--- config.mk ---
export PLATFORM = sky130hd
export DESIGN_NAME = simv_run_ctrl
export DESIGN_NICKNAME = d
export VERILOG_FILES = /design/src/rtl/simv_run_pkg.sv /design/src/rtl/simv_uart_fifo.sv /design/src/rtl/simv_run_ctrl.sv
export SDC_FILE = /design/constraint.sdc
export NUM_CORES = 1
export LEC_CHECK = 0
export CORE_MARGIN = 2
export CORE_UTILIZATION = 33
export CTS_CLUSTER_SIZE = 30
export DETAILED_ROUTE_END_ITERATION = 7
export PLACE_DENSITY = 0.53
export SYNTH_ARGS = -nofsm -noshare
export SYNTH_HDL_FRONTEND = slang
export SYNTH_SLANG_ARGS = --single-unit
--- constraint.sdc ---
create_clock -name clock -period 5.8 [get_ports clock]
set_input_delay 1.16 -clock clock [delete_from_list [all_inputs] [get_ports clock]]
set_output_delay 1.16 -clock clock [all_outputs]
set_load 0.01 [all_outputs]
--- src/rtl/simv_run_pkg.sv ---
// Shared types and constants for the simulation run sequencer.
// Optional log window feature: SIMV_RUN_CTRL_LOG_WINDOW_EN.
package simv_run_pkg;

    localparam int CODE_W_DEF = 8;
    localparam logic [7:0] TIMEOUT_CODE = 8'hFF;

    typedef enum logic [2:0] {
        HOLD,
        INIT,
        RUN,
        DRAIN,
        DONE
    } run_state_t;

endpackage

--- src/rtl/simv_uart_fifo.sv ---
// UART character buffer between the DUT and the host shim.
// Head is read straight from storage, so it holds while unpopped.
module simv_uart_fifo
    import simv_run_pkg::*;
#(
    parameter int DEPTH = 16
) (
    input  logic       clock,
    input  logic       reset,
    input  logic       push,
    input  logic [7:0] push_ch,
    input  logic       pop_ready,
    output logic       out_valid,
    output logic [7:0] out_ch,
    output logic       empty,
    output logic       overflow
);

    localparam int AW = $clog2(DEPTH);

    logic [7:0] mem [DEPTH];
    logic [AW:0] wr_ptr;
    logic [AW:0] rd_ptr;
    logic full;
    logic pop;
    logic accept;

    assign empty = (wr_ptr == rd_ptr);
    assign full = (wr_ptr[AW] != rd_ptr[AW]) &&
                  (wr_ptr[AW-1:0] == rd_ptr[AW-1:0]);
    assign out_valid = !empty;
    assign out_ch = mem[rd_ptr[AW-1:0]];
    assign pop = out_valid && pop_ready;
    // A pop in the same cycle frees the slot a full-push needs.
    assign accept = push && (!full || pop);

    // Pointer advance and sticky drop flag.
    always_ff @(posedge clock or negedge reset) begin
        if (!reset) begin
            wr_ptr <= '0;
            rd_ptr <= '0;
            overflow <= 1'b0;
        end else begin
            if (accept) wr_ptr <= wr_ptr + 1'b1;
            if (pop) rd_ptr <= rd_ptr + 1'b1;
            if (push && !accept) overflow <= 1'b1;
        end
    end

    // Character storage; contents are don't-care while empty.
    always_ff @(posedge clock) begin
        if (accept) mem[wr_ptr[AW-1:0]] <= push_ch;
    end

endmodule

--- src/rtl/simv_run_ctrl.sv ---
// Run sequencer: DUT reset hold, init handshake, stepping, drain.
// Optional log window enabled by defining SIMV_RUN_CTRL_LOG_WINDOW_EN.
module simv_run_ctrl
    import simv_run_pkg::*;
#(
    parameter int RESET_CYCLES = 50,
    parameter int UART_DEPTH = 16,
    parameter int CODE_W = CODE_W_DEF
) (
    input  logic              clock,
    input  logic              reset,
    input  logic [31:0]       max_cycles,
    output logic              dut_reset,
    output logic              init_req,
    input  logic              init_ack,
    output logic              step_req,
    input  logic              step_rsp_valid,
    input  logic [CODE_W-1:0] step_rsp_code,
    input  logic              uart_in_valid,
    input  logic [7:0]        uart_in_ch,
    output logic              uart_out_valid,
    output logic [7:0]        uart_out_ch,
    input  logic              uart_out_ready,
    output logic              uart_overflow,
    output logic [63:0]       cycle_cnt,
    output logic              finish,
    output logic [CODE_W-1:0] finish_code,
    output logic              log_enable
`ifdef SIMV_RUN_CTRL_LOG_WINDOW_EN
    ,
    input  logic [63:0]       log_begin,
    input  logic [63:0]       log_end
`endif
);

    localparam int HW = (RESET_CYCLES > 1) ? $clog2(RESET_CYCLES) : 1;

    run_state_t state_q;
    run_state_t state_d;
    logic [HW-1:0] hold_cnt;
    logic [31:0] max_q;
    logic hold_done;
    logic stop_step;
    logic stop_limit;
    logic fifo_empty;

    assign hold_done = (hold_cnt == HW'(RESET_CYCLES - 1));
    assign dut_reset = (state_q == HOLD);
    assign init_req = (state_q == INIT);
    assign step_req = (state_q == RUN);
    assign finish = (state_q == DONE);

    // State register.
    always_ff @(posedge clock or negedge reset) begin
        if (!reset) state_q <= HOLD;
        else state_q <= state_d;
    end

    // Next state; a step stop and the cycle limit both end RUN.
    always_comb begin
        state_d = state_q;
        stop_step = step_rsp_valid && (step_rsp_code != '0);
        stop_limit = (max_q != '0) &&
                     ({32'd0, max_q} == cycle_cnt + 64'd1);
        unique case (state_q)
            HOLD:    if (hold_done) state_d = INIT;
            INIT:    if (init_ack) state_d = RUN;
            RUN:     if (stop_step || stop_limit) state_d = DRAIN;
            DRAIN:   if (fifo_empty) state_d = DONE;
            DONE:    state_d = DONE;
            default: state_d = HOLD;
        endcase
    end

    // Hold counter, limit capture, cycle count and stop cause.
    always_ff @(posedge clock or negedge reset) begin
        if (!reset) begin
            hold_cnt <= '0;
            max_q <= '0;
            cycle_cnt <= '0;
            finish_code <= '0;
        end else begin
            if (state_q == HOLD && !hold_done) hold_cnt <= hold_cnt + 1'b1;
            if (state_q == INIT && init_ack) max_q <= max_cycles;
            if (state_q == RUN) begin
                if (cycle_cnt != '1) cycle_cnt <= cycle_cnt + 64'd1;
                if (stop_step) finish_code <= step_rsp_code;
                else if (stop_limit) finish_code <= CODE_W'(TIMEOUT_CODE);
            end
        end
    end

`ifdef SIMV_RUN_CTRL_LOG_WINDOW_EN
    logic in_window;

    // Window test on the current count; log_end of zero never closes.
    always_comb begin
        in_window = (state_q == RUN || state_q == DRAIN) &&
                    (cycle_cnt >= log_begin) &&
                    (log_end == '0 || cycle_cnt < log_end);
    end

    // Registered window flag, one cycle behind the count.
    always_ff @(posedge clock or negedge reset) begin
        if (!reset) log_enable <= 1'b0;
        else log_enable <= in_window;
    end
`else
    assign log_enable = 1'b0;
`endif

    simv_uart_fifo #(
        .DEPTH(UART_DEPTH)
    ) u_fifo (
        .clock(clock),
        .reset(reset),
        .push(uart_in_valid && !dut_reset),
        .push_ch(uart_in_ch),
        .pop_ready(uart_out_ready),
        .out_valid(uart_out_valid),
        .out_ch(uart_out_ch),
        .empty(fifo_empty),
        .overflow(uart_overflow)
    );

endmodule

==> flow_summary.toml <==
[status]
status = "complete, no violations"

[critical_path]
cp-start-kind = "register"
crit_slowest_cell = "dfrtp_2"
worstPathRequired_ps = 4640
cp-end-kind = "output pin"
crit_chain = "buf_4 -> mux4_2 -> mux4_2 -> clkdlybuf4s50_1"
cpPeakStageDelay_ps = 1080
ff2ff_setup_slack_ps = 1780
cp_max_fo = 33
reg2reg_to = "cycle_cnt[50]"
crit_arrival_ps = 3400
reg2reg_from = "cycle_cnt[0]"
worst_path_most_repeated_cell = "mux4_2"
crit_type = "register to output pin"
r2r_cells = 10

[die]
core_area_sq_mm = 0.03758
die_y_um = 199.1
die_area_sq_mm = 0.03963
row_count = 71
chipWidth_um = 199.1
start_util_pct = 33.42
ios = 141

[power]
p_per_area_mw_per_mm2 = 289.9
ir_drop_uv = 186.9
leakage_uw = 0.005577

[detailed_routing]
wire_per_inst_um = 21.33
dr.pass1.iters = 5
drt_wl_total_um = 35300
num_vias = 8727
ant_nets = 0
drc_errors = 0
viasPerCell = 5.273
drtIter0Drc = 760

[cells_and_area]
num-nets-final = 1187
drive_above_1_share_pct = 14.42
area_growth_syn_to_layout_pct = 21.73
antenna_cells = 0
finalNonFillerCells = 1655

[global_route]
antenna_found_initial = 0
grt_max_degree = 89
globalRouteOverflowTotal = 0
grt.total_usage_pct = 18.03
grt_pass1_wl_um = 54090
grt_pass1_vias = 8740

[yosys]
synth-main-ff-cell = "edfxtp_1"
synth_area_per_cell_sq_um = 12.49
yosysUniqueCellTypes = 78
syn-cell-area_sq_mm = 0.01256
syn_inst = 1005
syn-num-nets = 1067
async_flop_share_pct = 49.21
synth_warnings = 0
ys_ff_latch = 252
synth_top_cell_by_area = "edfxtp_1"
yosysTopAreaCellShare_pct = 30.61
ys_seq_area_share_pct = 55.32
synth_area_leaders = "edfxtp_1, dfrtp_1, mux4_2, xnor2_1, xor2_1"
synth_edf_count = 128

[sta]
slew_headroom_pct = 19.65
fin_setup_tns_ps = 0
setup_violations = 0
finClkSkew_ps = 25.28
worstMarginPinSlew_ps = 1201
max_freq_mhz = 219.4
fin_crit_sh_pct = 78.59
maxSlewViolCount = 0
finalHoldViolations = 0
grt_setup_unrepaired = "no"
fin_crit_ps = 4558

[place]
dp_hpwl_um = 24830
port_buffers = 139
gp_congestion = 0.8910
place_inst = 1606

[clock_tree]
cts_tree = "yes"
clkLatencyLatePin_ps = 570
clock_sinks = 252
cts_root_buf = "clkbuf_16"
ctsResizeCount = 0
cts-hold-fix-buffers = 0
clockBufferDepth = 3
clkSlewWorstSetupHoldPaths_ps = 60
numCtsBuffers = 28
cts_setup_buffers = 0
htreeDepth = 1

[hold_path]
hold_path_end = "hold_cnt[5]"
worstHoldPathCells = 1
min_path_type = "register to register"
hold_path_startpoint = "hold_cnt[5]"

[flow_run]
maxCapViolCount = 0
## per-layer routing
metal  wire, um  global-route usage [%]  part of all wire (%)  vias up
li1           -                       -                     -     3977
met1      16360                   25.89                    46     4417
met2      16050                   27.85                    45      277
met3       2065                   3.595                   5.8       56
met4        828                   4.671                   2.3        0
met5          0                       0                     0        -
## cell families after synthesis
family | Yosys count | synth area share (%)
compound gates | 84 | 4.783
xor+xnor | 124 | 8.649
fa+ha+maj | 9 | 0.8769
buf+inv | 79 | 2.909
flops | 252 | 55.32
mux | 78 | 10.53
other cells | 1 | 0.02986
simple gates | 378 | 16.90
## cell type report
cell class              count  area [sq um]
well taps                 511         639.4
clock inverters            15         157.7
repair buffers            154          1505
clock buffers              34         733.2
inverters                  15         56.30
fillers                  3584         22290
flip-flops and latches    252          6948
multi-input cells         674          5246
## stage by stage
stage	worst slack, ps	instance area (sq um)	hold WS [ps]	power [uW]	util, %
final	1242	15290	477.6	4431	40.68
after CTS	1117	15290	475.6	4501	40.68
after global placement	1769	14400	465.0	2745	38.31
after detailed placement	1734	14400	460.8	2756	38.31
after global routing	978.0	15290	496.9	4602	40.68
after floorplan	2348	12560	441.5	2463	-
## power by group
part           leakage, uW  internal (uW)  total (uW)  switching (uW)
Combinational      0.00232            441         681             240
Sequential         0.00284           1900        2020             121
Clock             0.000419            990        1730             738
## Yosys cell counts (27+ instances only)
| master | n |
|---|---|
| clkbuf_1 | 33 |
| dfrtp_1 | 124 |
| edfxtp_1 | 128 |
| mux2_2 | 33 |
| mux4_2 | 40 |
| nand2_1 | 73 |
| nand3_1 | 45 |
| nand4_1 | 48 |
| nor2_1 | 79 |
| nor4_1 | 27 |
| xnor2_1 | 80 |
| xor2_1 | 44 |
## worst max path at each step
stage | startpoint | to | cells past startpoint
floorplan | u_fifo.rd_ptr[0] | uart_out_ch[0] | 4
global placement | u_fifo.rd_ptr[0] | uart_out_ch[2] | 4
detailed placement | u_fifo.rd_ptr[0] | uart_out_ch[2] | 4
CTS | u_fifo.rd_ptr[0] | uart_out_ch[2] | 4
global route | u_fifo.rd_ptr[0] | uart_out_ch[2] | 4
finish | u_fifo.rd_ptr[0] | uart_out_ch[2] | 4
## layout by cell type, fill, tap and decap left out, drive strengths merged, types with 40 or more instances in the layout
cell	count
nor2	79
clkdlybuf4s50	138
nand3	47
mux4	40
nand4	52
nand2	75
xor2	44
dfrtp	124
xnor2	80
edfxtp	128
## sequential cells by signal, summed over array words and instances, names as in the netlist
| signal | cells |
|---|---|
| cycle_cnt | 64 |
| finish_code | 8 |
| hold_cnt | 6 |
| max_q | 32 |
| state_q | 3 |
| u_fifo.mem | 128 |
| u_fifo.overflow | 1 |
| u_fifo.rd_ptr | 5 |
| u_fifo.wr_ptr | 5 |
## worst max-delay path, delay by kind of cell, from the launching register on
kind | cells | cell delay (ps)
buffers and inverters | 2 | 780
muxes | 2 | 960
DFF | 1 | 1080
Power figures use the tool's default switching activity.
